==> config.mk <==
export PLATFORM = sky130hd
export DESIGN_NAME = system_join_ctrl
export DESIGN_NICKNAME = d
export VERILOG_FILES = /design/src/rtl/system_join_ctrl_pkg.sv /design/src/rtl/system_join_ctrl_timer.sv /design/src/rtl/system_join_ctrl.sv
export SDC_FILE = /design/constraint.sdc
export NUM_CORES = 1
export LEC_CHECK = 0
export ABC_AREA = 1
export CORE_UTILIZATION = 38
export DETAILED_ROUTE_END_ITERATION = 10
export GPL_TIMING_DRIVEN = 1
export HOLD_SLACK_MARGIN = 0.06
export PLACE_DENSITY = 0.91
export SLEW_MARGIN = 10
export SYNTH_ARGS = -nofsm -noshare
export SYNTH_HDL_FRONTEND = slang
export SYNTH_SLANG_ARGS = --single-unit
export TNS_END_PERCENT = 100
==> constraint.sdc <==
create_clock -name clk -period 2.2 [get_ports clk]
set_clock_uncertainty 0.05 [all_clocks]
set_input_delay 0.44 -clock clk [delete_from_list [all_inputs] [get_ports clk]]
set_output_delay 0.44 -clock clk [all_outputs]
set_load 0.03 [all_outputs]
==> src/rtl/system_join_ctrl_pkg.sv <==
// system_join_ctrl_pkg: system flit types and join controller defaults.
package system_join_ctrl_pkg;
  localparam int JOIN_TIMEOUT_DEFAULT = 1024;
  localparam int JOIN_MAX_RETRY_DEFAULT = 3;
  typedef logic [7:0] node_id_t;
  typedef enum logic [7:0] {
    S_HEARTBEAT                    = 8'h01,
    S_PARENT_REQUEST_FROM_NEIGHBOR = 8'h10,
    S_PARENT_ACK_FROM_NEIGHBOR     = 8'h11,
    S_JOIN_REQUEST                 = 8'h20,
    S_JOIN_ACK                     = 8'h21
  } system_header_t;
  typedef struct packed {
    logic [63:0] rsvd;
  } parent_request_t;
  typedef struct packed {
    node_id_t    parent_id;
    node_id_t    global_id;
    logic [47:0] rsvd;
  } parent_ack_t;
  typedef struct packed {
    node_id_t    random_child_id;
    node_id_t    parent_id;
    logic [47:0] rsvd;
  } join_request_t;
  typedef struct packed {
    node_id_t    random_child_id;
    node_id_t    parent_id;
    node_id_t    child_id;
    logic [39:0] rsvd;
  } join_ack_t;
  typedef union packed {
    parent_request_t parent_request;
    parent_ack_t     parent_ack;
    join_request_t   join_request;
    join_ack_t       join_ack;
  } system_payload_t;
  typedef enum logic [2:0] {
    J_IDLE, J_PREQ, J_PWAIT, J_JREQ, J_JWAIT, J_JOINED, J_FAILED
  } join_state_t;
endpackage

==> src/rtl/system_join_ctrl_timer.sv <==
// join_timeout_timer: counts enabled cycles, pulses expire on the last one.
module join_timeout_timer
  import system_join_ctrl_pkg::*;
#(
  parameter int TIMEOUT_CYCLES = JOIN_TIMEOUT_DEFAULT
) (
  input  logic clk,
  input  logic rst,
  input  logic clear,
  input  logic enable,
  output logic expire
);
  localparam int TIMER_W = $clog2(TIMEOUT_CYCLES + 1);
  localparam logic [TIMER_W-1:0] LAST = TIMER_W'(TIMEOUT_CYCLES - 1);
  logic [TIMER_W-1:0] count;
  always_ff @(posedge clk) begin
    if (rst || clear) count <= '0;
    else if (enable) count <= count + TIMER_W'(1);
  end
  assign expire = enable && count == LAST;
endmodule

==> src/rtl/system_join_ctrl.sv <==
// system_join_ctrl: child-side parent/join handshake controller publishing acquired ids.
module system_join_ctrl
  import system_join_ctrl_pkg::*;
#(
  parameter int TIMEOUT_CYCLES = JOIN_TIMEOUT_DEFAULT,
  parameter int MAX_RETRY = JOIN_MAX_RETRY_DEFAULT
) (
  input  logic        clk,
  input  logic        rst,
  input  logic        start,
  input  logic [7:0]  random_id,
  input  logic        rx_valid,
  output logic        rx_ready,
  input  logic [7:0]  rx_header,
  input  logic [63:0] rx_payload,
  output logic        tx_valid,
  input  logic        tx_ready,
  output logic [7:0]  tx_header,
  output logic [63:0] tx_payload,
  output logic        busy,
  output logic        joined,
  output logic        failed,
  output logic [7:0]  node_id,
  output logic [7:0]  parent_id,
  output logic [7:0]  global_id
);
  localparam int RW = $clog2(MAX_RETRY + 1);
  localparam logic [RW-1:0] MAX_R = RW'(MAX_RETRY);
  join_state_t state, state_n;
  logic [RW-1:0] retry, retry_n;
  node_id_t rid_q, rid_n, pid_n, gid_n, nid_n;
  system_payload_t rx_pl, tx_pl;
  logic waiting, expire, p_ack, j_ack, more, unused_bits;
  assign rx_pl = rx_payload;
  assign waiting = state inside {J_PWAIT, J_JWAIT};
  assign more = retry < MAX_R;
  assign p_ack = rx_valid && rx_header == S_PARENT_ACK_FROM_NEIGHBOR;
  assign j_ack = rx_valid && rx_header == S_JOIN_ACK &&
                 rx_pl.join_ack.random_child_id == rid_q && rx_pl.join_ack.parent_id == parent_id;
  assign unused_bits = ^rx_pl.join_ack.rsvd;
  join_timeout_timer #(.TIMEOUT_CYCLES(TIMEOUT_CYCLES)) u_timer (
    .clk(clk), .rst(rst), .clear(!waiting), .enable(waiting), .expire(expire)
  );
  always_ff @(posedge clk) begin
    if (rst) begin
      state <= J_IDLE;
      retry <= '0;
      rid_q <= '0;
      parent_id <= '0;
      global_id <= '0;
      node_id <= '0;
      rx_ready <= 1'b0;
    end else begin
      state <= state_n;
      retry <= retry_n;
      rid_q <= rid_n;
      parent_id <= pid_n;
      global_id <= gid_n;
      node_id <= nid_n;
      rx_ready <= 1'b1;
    end
  end
  // A matching ack is tested before expire so it wins a same-cycle timeout.
  always_comb begin
    state_n = state;
    retry_n = retry;
    rid_n = rid_q;
    pid_n = parent_id;
    gid_n = global_id;
    nid_n = node_id;
    case (state)
      J_IDLE, J_JOINED, J_FAILED: if (start) begin
        state_n = J_PREQ;
        retry_n = '0;
        pid_n = '0;
        gid_n = '0;
        nid_n = '0;
      end
      J_PREQ: if (tx_ready) state_n = J_PWAIT;
      J_PWAIT: if (p_ack) begin
        state_n = J_JREQ;
        retry_n = '0;
        rid_n = random_id;
        pid_n = rx_pl.parent_ack.parent_id;
        gid_n = rx_pl.parent_ack.global_id;
      end else if (expire) begin
        state_n = more ? J_PREQ : J_FAILED;
        retry_n = more ? retry + RW'(1) : retry;
      end
      J_JREQ: if (tx_ready) state_n = J_JWAIT;
      J_JWAIT: if (j_ack) begin
        state_n = J_JOINED;
        nid_n = rx_pl.join_ack.child_id;
      end else if (expire) begin
        state_n = more ? J_JREQ : J_FAILED;
        retry_n = more ? retry + RW'(1) : retry;
        rid_n = more ? random_id : rid_q;
      end
      default: state_n = J_IDLE;
    endcase
  end
  always_comb begin
    tx_pl = '0;
    if (state == J_JREQ) begin
      tx_pl.join_request.random_child_id = rid_q;
      tx_pl.join_request.parent_id = parent_id;
    end
  end
  assign tx_valid = state == J_PREQ || state == J_JREQ;
  assign tx_header = state == J_PREQ ? S_PARENT_REQUEST_FROM_NEIGHBOR :
                     state == J_JREQ ? S_JOIN_REQUEST : 8'h00;
  assign tx_payload = tx_pl;
  assign busy = !(state inside {J_IDLE, J_JOINED, J_FAILED});
  assign joined = state == J_JOINED;
  assign failed = state == J_FAILED;
endmodule
### Yosys cells after proc, flatten, opt, wreduce, memory -nomap -nowiden

Cells that the tools add are included.

| storage, ports and cells | value |
|---|---|
| output and inout port bits | 101 |
| word-level logic and storage cells | 85 |
| input bits | 85 |
| bits in registers | 49 |

| operators by class | value |
|---|---|
| magnitude comparators | 1 |
| equality and inequality tests | 21 |
| multiplexer cells | 32 |
| reductions and logical operators | 21 |
| add/sub/neg operators | 2 |

Operators by type and width:

| cell | number |
|---|---|
| 2-to-1 mux 8 bit | 8 |
| one-hot mux 8 bit (2 select lines) | 4 |
| 2-to-1 mux 3 bit | 9 |
| equality test 8 bit | 2 |
| 2-to-1 mux 16 bit | 1 |
| != test 2 bit (second input constant) | 8 |
| one-hot mux 3 bit (5 select lines) | 1 |
| 2-to-1 mux 6 bit | 2 |
| adder 11 x 1 -> 11 bit (second input constant) | 1 |
| equality test 11 x 10 -> 1 bit (second input constant) | 1 |
| 2-to-1 mux 2 bit | 5 |
| AND reduction 5 bit | 2 |
| equality test 3 bit (second input constant) | 3 |
| AND reduction 3 bit | 3 |
| equality test 8 x 5 -> 1 bit (second input constant) | 1 |
| equality test 8 x 6 -> 1 bit (second input constant) | 1 |
| equality test 3 x 2 -> 1 bit (second input constant) | 2 |
| != test 3 bit (second input constant) | 2 |
| one-hot mux 2 bit (3 select lines) | 1 |
| nonzero test 2 bit | 3 |
| nonzero test 3 bit | 2 |
| logical AND 1 bit | 5 |
| equality test 3 x 1 -> 1 bit (second input constant) | 1 |
| logical NOT 3 bit | 1 |
| 6 further kinds | 8 |

### Longest topological paths before layout

Gate-level depths: netlist of the first run.

| logic depth | value |
|---|---|
| word-level depth | 6 |
| gate-level depth with buffers | 12 |
| mapped depth without buffers | 12 |

### Cells and area by module

Synthesis of the first run repeated with hierarchy kept, for this count alone.

| second synthesis, totals | value |
|---|---|
| cells, all modules | 501 |
| area total of the unflattened synthesis | 3298.2 um^2 |

Modules (own cells, without submodules):

| module | area an instance (um^2) | sequential area each (um^2) | cells each | instances |
|---|---|---|---|---|
| system_join_ctrl | 2747.6 | 760.7 | 434 | 1 |
| join_timeout_timer | 550.5 | 220.2 | 67 | 1 |

### Worst setup path after synthesis of the first run

OpenSTA, ideal clock, no wires.

| timing path | value |
|---|---|
| kind | register to output |
| start point | reg state[0] |
| end point | out tx_payload[53] |
| stages on the path, launching flop included | 6 |
| path buffers | 1 |
| required time | 1.710 ns |
| arrival time | 2.136 ns |
| setup slack | -0.426 ns |
| path through | dfxtp_1 > inv_2 > nor3_1 > inv_1 > clkbuf_1 > nor2_1 |

| on the way | value |
|---|---|
| cells in the longest elaborated chain, start to end | 2 |

RTL lines:

| element | line | RTL |
|---|---|---|
| start, declared | system_join_ctrl.sv:29 | `join_state_t state, state_n;` |
| start signal, assigned | system_join_ctrl.sv:54 | `state <= state_n;` |
| equality test 3 x 2 -> 1 bit | system_join_ctrl.sv:104 | `if (state == J_JREQ) begin` |
| 2-to-1 mux 16 bit | system_join_ctrl.sv:104 |  |
| end, declared | system_join_ctrl.sv:19 | `output logic [63:0] tx_payload,` |

No other way between the ends.

### Worst setup path after layout of the first run

| timing path | value |
|---|---|
| start point | reg state[1] |
| end point | out tx_payload[61] |

The elaborated chain is that of the path after synthesis.

==> results of run 1 <==
-- metal layers --
layer  wire [um]  global-route usage
met5           0                   0
met4          93              0.0542
met3         552              0.0394
met2        4090               0.343
met1        3390               0.235
-- cell usage after synthesis --
master | n | share of area
a21boi_2 | 1 | 0.0037
a21oi_1 | 24 | 0.039
a22oi_1 | 16 | 0.039
a31oi_1 | 2 | 0.0041
and3_1 | 1 | 0.0021
buf_2 | 3 | 0.0049
buf_4 | 54 | 0.13
buf_6 | 1 | 0.0037
clkbuf_1 | 6 | 0.0074
conb_1 | 1 | 0.0012
dfxtp_1 | 49 | 0.32
ha_1 | 1 | 0.0041
inv_1 | 63 | 0.078
inv_2 | 8 | 0.0099
nand2_1 | 104 | 0.13
nand2_2 | 5 | 0.010
nand3_1 | 16 | 0.026
nand3_2 | 1 | 0.0033
nand4_1 | 6 | 0.012
nor2_1 | 83 | 0.10
nor2_2 | 3 | 0.0062
nor3_1 | 12 | 0.020
nor3_2 | 1 | 0.0033
nor3b_1 | 2 | 0.0049
o21a_1 | 1 | 0.0025
o21ai_1 | 9 | 0.015
o31ai_1 | 1 | 0.0025
or2_2 | 1 | 0.0021
xnor2_1 | 2 | 0.0058
xor2_1 | 1 | 0.0029
-- flip-flops by register name, indices dropped and copies added, names as in the netlist --
signal	flops
node_id	8
retry	2
state	3
rx_ready	1
rid_q	8
parent_id	8
u_timer.count	11
global_id	8
-- area by class of cell --
cell class,count,area [um^2]
Fill cell,713,3650
Multi-Input combinational cell,347,1560
Timing Repair Buffer,110,1040
Sequential cell,49,985
Inverter,71,270
Tap cell,102,128
Clock buffer,6,82.6
Clock inverter,2,13.8
-- report_power, final --
part	leakage [nW]	switching (mW)	internal, mW
Clock	0.0512	0.307	0.255
Combinational	1.50	1.53	0.837
Sequential	0.399	0.113	1.07
-- what timing repair did --
item	CTS	global route
setup buffers	2	3
pin swaps	0	1
setup endpoints to repair	19	19
gates resized for setup	5	8
hold buffers	0	0
-- placed cells by master (no fill, tap or decap) --
cell and n:
ha_1 1, clkdlybuf4s50_1 71, nand4_1 6, nand3_1 15, a22oi_1 16, a31oi_1 2
nor3_4 1, nor2_1 82, or2_2 1, clkinv_2 1, and3_1 1, o21a_1 1
nor2_2 4, inv_1 62, o31ai_1 1, nor3b_1 2, xnor2_1 2, clkinv_4 1
clkbuf_8 6, nor3_1 11, clkdlybuf4s15_1 1, dfxtp_1 46, inv_2 8, a21oi_1 24
clkinvlp_4 1, buf_4 33, conb_1 54, o21ai_1 9, a21boi_2 1, nor3_2 1
nand2_1 103, dlymetal6s2s_1 1, dlygate4sd2_1 2, nand3_2 2, buf_12 2, dfxtp_2 3
nand2_2 6, xor2_1 1
-- through the flow --
step / total power [mW] / hold WS, ps / util
2_1_floorplan: 2.83 / 368 / -
3_3_place_gp: 3.39 / 379 / 0.508
5_1_grt: 4.43 / 426 / 0.528
4_1_cts: 4.05 / 413 / 0.523
3_5_place_dp: 3.48 / 391 / 0.508
6_report: 4.12 / 406 / 0.528
-- cell families after synthesis --
| logic type | Yosys count |
|---|---|
| xor+xnor | 3 |
| compound gates | 54 |
| buf+inv | 135 |
| simple gates | 235 |
| flops | 49 |
| fa+ha+maj | 1 |
| other cells | 1 |
-- how the worst max path moves through the flow --
stage	to	cells after the start	start	slack, ps
2_1_floorplan	tx_payload[53]	5	state[0]$_SDFFE_PP0P_	-70
3_3_place_gp	rid_q[3]$_SDFFE_PP0P_	10	rx_header[0]	-50
3_5_place_dp	rid_q[3]$_SDFFE_PP0P_	10	rx_header[0]	-110
4_1_cts	joined	3	state[2]$_SDFFE_PP0P_	6
5_1_grt	busy	8	state[1]$_SDFFE_PP0P_	-5
6_report	tx_payload[61]	6	state[1]$_SDFFE_PP0P_	70
==> parameters.txt, run 1 <==
Parameter                              Value

Clock tree
  Root buf cell    clkbuf_8
  Level count of the clock H-tree    2
  Total CTS buffers    5
  Clock latency of the later-clocked register in the worst-skew pair    300 ps
  CTS clk-pin slew, worst paths    100 ps
  Number of buffers between clock root and the deepest sink    2
  Clock tree from TritonCTS    yes
  Total number of clock tree sinks    49

Layout
  Layout Area Growth over Synthesis    34.0%
  Post-route insts no fill    687
  Share of post-route cells with drive strength above 1    0.121
  Number of nets in the final layout    670
  Final design area excluding fillers    4080 um^2
  Inserted Diodes    0

Synthesis
  Fraction of the mapped netlist area in compound gates    0.106
  Flop and latch count out of synthesis    49
  Synthesis Warnings    0
  Synthesized-area fraction occupied by and/or/nand/nor cells    0.321
  Synth Instances    478
  Multiplexer share of the synthesized area    0
  Main combinational cell family by area after synthesis    simple AND/OR/NAND/NOR gates
  Mapped Avg Cell Area    6.37 um^2
  Total standard cell area after synthesis    3050 um^2
  Adder and majority gate portion of the synthesized area    0.00411
  Area share of xor/xnor cells in the synthesized design    0.00863
  Sequential share of the synthesized area    0.322
  Library cells used by synthesis    30

Power and ir drop
  Power density over cell area    1010 nW/um^2
  Maximum resistive drop on vdd    743 uV
  P_leak    1.95 nW

Floorplanning
  Core region area    7730 um^2
  Total die area    8380 um^2
  Top-Level Pins    186
  Initial Util    0.394
  Floorplan die width    91.5 um
  Placement Rows    32
  Die Height    91.5 um

Placement
  Worst slack, placed    -109 ps
  Routability-driven placement congestion ratio    0.895
  DP Wirelength    6.28 mm
  Port bufs    91
  Placed cell areas    3920 um^2
  Placed Cells    674

Worst setup path
  Required time worst endpoint    1710 ps
  Crit Reg-Reg Endpoint    rid_q[3]$_SDFFE_PP0P_
  WP buf/inv    4
  Cell repeated most along the worst path    buf_4
  CP max stage delay    350 ps
  Worst flop-to-flop path startpoint    u_timer.count[0]$_SDFFE_PP0P_
  Series of cell instances along the critical path    inv_1 -> nor3_4 -> clkinvlp_4 -> buf_4 -> nor2_1 -> buf_4
  Kind of launch point of the worst setup path    register
  Critical path arrival    1640 ps
  Maximum fanout encountered on the critical timing path    8
  Crit path kind    register to output port
  Crit path max-delay cell type    dfxtp_2
  Critical path endpoint category    output port
  Family of cells with the greatest summed delay on the critical path    buffers and inverters
  Reg2Reg Setup Slack    240 ps
  Cell depth of the worst flop-to-flop path    11

GRT
  Final global-route overflow total    0
  All-Layer GR Usage    0.194
  Number of antenna violations at the first check in global routing    0
  Maximum number of pins on one net before global-route repair    26
  Wire length of the first global-routing pass    13.2 mm
  Number of global-route vias before repair    2,983

Job
  Max-capacitance violation count    0

STA
  Final count of pins violating max slew    0
  Crit share post-route    0.966
  Final hold viol count    0
  Post-layout min period    2130 ps
  Highest clock frequency the design can meet    471 MHz
  Total negative slack for setup checks    0 ps
  Final WS setup    74.8 ps
  Number of endpoints failing setup at the final stage    0

Hold path
  Hold Crit Depth    1
  Hold path start    u_timer.count[0]$_SDFFE_PP0P_
  End point of the worst hold path    u_timer.count[0]$_SDFFE_PP0P_
  Class of the worst hold path    register to register

Routing
  Mean number of vias per cell    4.59
  Vias    3,151
  Number of DRC markers in iteration 0    149
  ANT nets after route    0
  Final Routed Wirelength    8.13 mm
  Number of DRC violations after detailed routing    0
  Routed wire per std cell    11.8 um
  First-pass detailed-route iteration total    5

Outcome
  Status    finished, final reports clean
Note: power is estimated with default switching activity, not from simulation.
==> run 2, diff against run 1 <==
CORE_UTILIZATION = 41   (was 38)
PLACE_DENSITY = 0.95   (was 0.91)
clock period = 2.5 ns   (was 2.2 ns; I/O delays follow)
==> parameters.txt, run 2 (synthesized netlist as in run 1, its figures left out) <==
Parameter                              Value

Floorplanning
  Total die area    7780 um^2
  Die Height    88.2 um
  Top-Level Pins    186
  Initial Util    0.422
  Floorplan die width    88.2 um
  Core region area    7210 um^2
  Placement Rows    31

STA
  Final hold viol count    0
  RSZ-0062 raised after global routing    false
  Post-layout min period    2380 ps
  Total negative slack for setup checks    0 ps
  Number of endpoints failing setup at the final stage    0
  Highest clock frequency the design can meet    420 MHz
  Crit share post-route    0.953
  Final WS setup    118 ps
  Final count of pins violating max slew    0

GRT
  Maximum number of pins on one net before global-route repair    26
  Final global-route overflow total    0
  Number of global-route vias before repair    2,925
  All-Layer GR Usage    0.216
  Wire length of the first global-routing pass    12.9 mm
  Number of antenna violations at the first check in global routing    0

Placement
  DP Wirelength    6.60 mm
  Port bufs    91
  Routability-driven placement congestion ratio    0.948
  Worst slack, placed    82.8 ps
  Placed Cells    668

Routing
  First-pass detailed-route iteration total    5
  Number of DRC markers in iteration 0    188
  Number of DRC violations after detailed routing    0
  ANT nets after route    0
  Final Routed Wirelength    8.38 mm
  Routed wire per std cell    12.4 um
  Vias    3,240
  Mean number of vias per cell    4.80

Layout
  Number of nets in the final layout    662
  Share of post-route cells with drive strength above 1    0.0677
  Biggest register    u_timer.count
  Layout Area Growth over Synthesis    31.3%
  Inserted Diodes    0
  Most frequent cells in the layout    nand2_1, nor2_1, clkdlybuf4s50_1
  Number of flip-flops under the largest register name    11
  Post-route insts no fill    675
  Most frequent standard cell in the layout excluding fill and tap cells    nand2_1
  Filler cells    664

Clock tree
  Clock latency of the later-clocked register in the worst-skew pair    300 ps
  CTS clk-pin slew, worst paths    90 ps
  Total CTS buffers    5
  Number of buffers added to fix hold violations after cts    0
  Level count of the clock H-tree    2
  Root buf cell    clkbuf_8
  Total number of clock tree sinks    49
  Number of buffers between clock root and the deepest sink    2
  Number of setup buffers added after CTS    0
  Clock tree from TritonCTS    yes
  Cts repair resizes    16

Worst setup path
  Maximum fanout encountered on the critical timing path    4
  CP max stage delay    670 ps
  Crit path kind    register to output port
  Series of cell instances along the critical path    inv_2 -> nor3_2 -> buf_4 -> clkdlybuf4s50_1
  Crit path max-delay cell type    clkdlybuf4s50_1
  Required time worst endpoint    1950 ps
  Kind of launch point of the worst setup path    register
  Family of cells with the greatest summed delay on the critical path    buffers and inverters
  Critical path endpoint category    output port
  WP buf/inv    3
  Critical path arrival    1830 ps

Outcome
  Status    finished, final reports clean

Hold path
  Class of the worst hold path    register to register

Power and ir drop
  Power density over cell area    898 nW/um^2
  Sequential share of power    0.291
  P_leak    1.92 nW
  Share of total power in combinational logic    0.574
  Pwr Total    3.59 mW
  Clock network fraction of total power    0.135
  Switching Power    1.72 mW
  Cell-internal power    1.87 mW
  Maximum resistive drop on vdd    505 uV
  Fraction of power spent switching nets    0.479

Job
  Max-capacitance violation count    0
## run 2: changes by cell type in the layout (fill, tap and decap cells not counted), moves of 3 or more
cell | previous run | this run
buf_4 | 33 | 10
dlygate4sd2_1 | 2 | 16
clkdlybuf4s50_1 | 71 | 74
dfxtp_1 | 46 | 49
dfxtp_2 | 3 | 0
## run 2: cell type report
cell class | count | area, um^2 | share of cell area
Clock buffer | 6 | 82.6 | 0.0207
Clock inverter | 1 | 7.51 | 0.00188
Multi-Input combinational cell | 347 | 1550 | 0.387
Timing Repair Buffer | 102 | 988 | 0.247
Sequential cell | 49 | 981 | 0.245
Inverter | 71 | 267 | 0.0667
Tap cell | 99 | 124 | 0.0310
## run 2: power by group through the flow
stage | clock (mW) | combinational (mW) | sequential [mW]
2_1_floorplan | 0 | 1.33 | 1.16
3_3_place_gp | 0 | 1.93 | 1.04
3_5_place_dp | 0 | 2.03 | 1.06
4_1_cts | 0.491 | 2.04 | 1.04
5_1_grt | 0.521 | 2.26 | 1.06
6_report | 0.484 | 2.06 | 1.05
## run 2: metal layers
layer	part of all wire	wire [um]	vias up	track usage
met1	0.39	3230	1484	0.233
li1	-	-	1573	-
met5	0	0	-	0
met3	0.060	504	24	0.0481
met2	0.53	4400	159	0.403
met4	0.029	241	0	0.0938
## run 2: per-stage QoR
stage,utilization,hold slack [ps],cell area (um^2)
after global placement,0.544,378,3930
final,0.554,415,4000
after detailed placement,0.544,392,3930
after global routing,0.554,442,4000
after floorplan,-,368,3250
after CTS,0.554,410,4000
## run 2: worst paths after layout
path | end | from | slack, ps | cells past startpoint
worst min register to register | u_timer.count[0]$_SDFFE_PP0P_ | u_timer.count[0]$_SDFFE_PP0P_ | 410 | 1
worst min-delay path | u_timer.count[0]$_SDFFE_PP0P_ | u_timer.count[0]$_SDFFE_PP0P_ | 410 | 1
worst max register to register | rid_q[1]$_SDFFE_PP0P_ | u_timer.count[0]$_SDFFE_PP0P_ | 560 | 11
worst max-delay path | tx_header[5] | state[0]$_SDFFE_PP0P_ | 120 | 4
==> run 3, diff against run 2 <==
CAP_MARGIN = 20   (was default)
CORE_MARGIN = 2   (was default)
==> parameters.txt, run 3 (synthesized netlist as in run 1, its figures left out) <==
Parameter                              Value

Floorplanning
  Die Height    90.2 um
  Core region area    7210 um^2
  Total die area    8130 um^2
  Initial Util    0.422
  Placement Rows    31
  Floorplan die width    90.2 um
  Top-Level Pins    186

Placement
  Placed cell areas    3930 um^2
  Placed Cells    668
  DP Wirelength    6.58 mm
  Worst slack, placed    69.9 ps
  Port bufs    91
  Routability-driven placement congestion ratio    0.921

STA
  Final hold viol count    0
  Final WS setup    122 ps
  Total negative slack for setup checks    0 ps
  Crit share post-route    0.951
  Number of endpoints failing setup at the final stage    0
  Post-layout min period    2380 ps
  Highest clock frequency the design can meet    420 MHz
  RSZ-0062 raised after global routing    false
  Final count of pins violating max slew    0

Worst setup path
  Crit path kind    register to output port
  Maximum fanout encountered on the critical timing path    9
  Required time worst endpoint    1950 ps
  Crit path max-delay cell type    dlygate4sd2_1
  Critical path arrival    1830 ps
  CP max stage delay    430 ps
  Crit path launch    state[0]$_SDFFE_PP0P_
  Kind of launch point of the worst setup path    register
  Worst flop-to-flop path startpoint    u_timer.count[0]$_SDFFE_PP0P_
  Series of cell instances along the critical path    inv_2 -> nor3_2 -> inv_1 -> buf_4 -> nor2_1 -> dlygate4sd2_1
  Critical path endpoint category    output port

Job
  Max-capacitance violation count    0

Clock tree
  Number of buffers added to fix hold violations after cts    0
  Number of setup buffers added after CTS    0
  Number of buffers between clock root and the deepest sink    2
  Total CTS buffers    5
  Total number of clock tree sinks    49
  Root buf cell    clkbuf_8
  Clock tree from TritonCTS    yes
  Clock latency of the later-clocked register in the worst-skew pair    310 ps
  Level count of the clock H-tree    2
  CTS clk-pin slew, worst paths    90 ps

Layout
  Most frequent cells in the layout    nand2_1, nor2_1, clkdlybuf4s50_1
  Layout Area Growth over Synthesis    31.5%
  Post-route insts no fill    676
  Number of flip-flops under the largest register name    11
  Biggest register    u_timer.count
  Most frequent standard cell in the layout excluding fill and tap cells    nand2_1
  Fin util    0.555
  Share of post-route cells with drive strength above 1    0.0693
  Inserted Diodes    0
  Number of nets in the final layout    662
  Final design area excluding fillers    4000 um^2

Hold path
  Hold path start    u_timer.count[0]$_SDFFE_PP0P_
  Class of the worst hold path    register to register

GRT
  Maximum number of pins on one net before global-route repair    26
  Wire length of the first global-routing pass    13.2 mm
  Number of global-route vias before repair    2,994
  Number of antenna violations at the first check in global routing    0
  All-Layer GR Usage    0.197
  Final global-route overflow total    0

Power and ir drop
  P_leak    1.93 nW
  Maximum resistive drop on vdd    589 uV
  Power density over cell area    892 nW/um^2

Routing
  Mean number of vias per cell    4.68
  Final Routed Wirelength    8.17 mm
  Number of DRC violations after detailed routing    0
  First-pass detailed-route iteration total    5
  Routed wire per std cell    12.1 um
  ANT nets after route    0
  Number of DRC markers in iteration 0    122
  Vias    3,163

Outcome
  Status    finished, final reports clean
run 3: metrics by stage:
step	hold WS (ps)	total power, mW
after floorplan	368	2.49
after global placement	377	2.97
after detailed placement	388	3.08
after CTS	410	3.57
after global routing	425	3.84
final	410	3.57
run 3: metal layers:
layer / GRT usage / vias to the layer above / share of wire
met5: 0 / - / 0
met4: 0.0821 / 0 / 0.034
met3: 0.0469 / 28 / 0.073
met2: 0.358 / 151 / 0.50
met1: 0.218 / 1417 / 0.39
li1: - / 1567 / -
run 3: what timing repair did:
item,4_1_cts,5_1_grt
endpoints found under the setup margin,16,1
pin swaps,0,0
gates resized for setup,16,1
run 3: final timing paths:
| kind | to | slack, ps | cells after the start |
|---|---|---|---|
| worst max-delay path | tx_payload[63] | 120 | 6 |
| worst min-delay path | u_timer.count[0]$_SDFFE_PP0P_ | 410 | 1 |
| worst max register to register | rid_q[3]$_SDFFE_PP0P_ | 580 | 11 |
| worst min register to register | u_timer.count[0]$_SDFFE_PP0P_ | 410 | 1 |
run 3: layout make-up:
cell class | instances | area, um^2
tap | 99 | 124
clock buffer | 6 | 82.6
inverter | 71 | 267
timing repair buffer | 102 | 988
multi-input combinational | 347 | 1550
sequential | 49 | 981
fill | 676 | 3210
clock inverter | 2 | 13.8
run 3: critical path, delay by kind of cell, from the launching register on:
family | cells | cell delay [ps]
buffers and inverters | 4 | 820
and+or+nand+nor | 2 | 300
DFF | 1 | 400
run 3: where the power goes:
part	internal, mW	switching [mW]	leakage [nW]
sequential	0.938	0.105	0.398
combinational	0.713	1.32	1.48
clock	0.225	0.270	0.0512
total	1.88	1.69	1.93
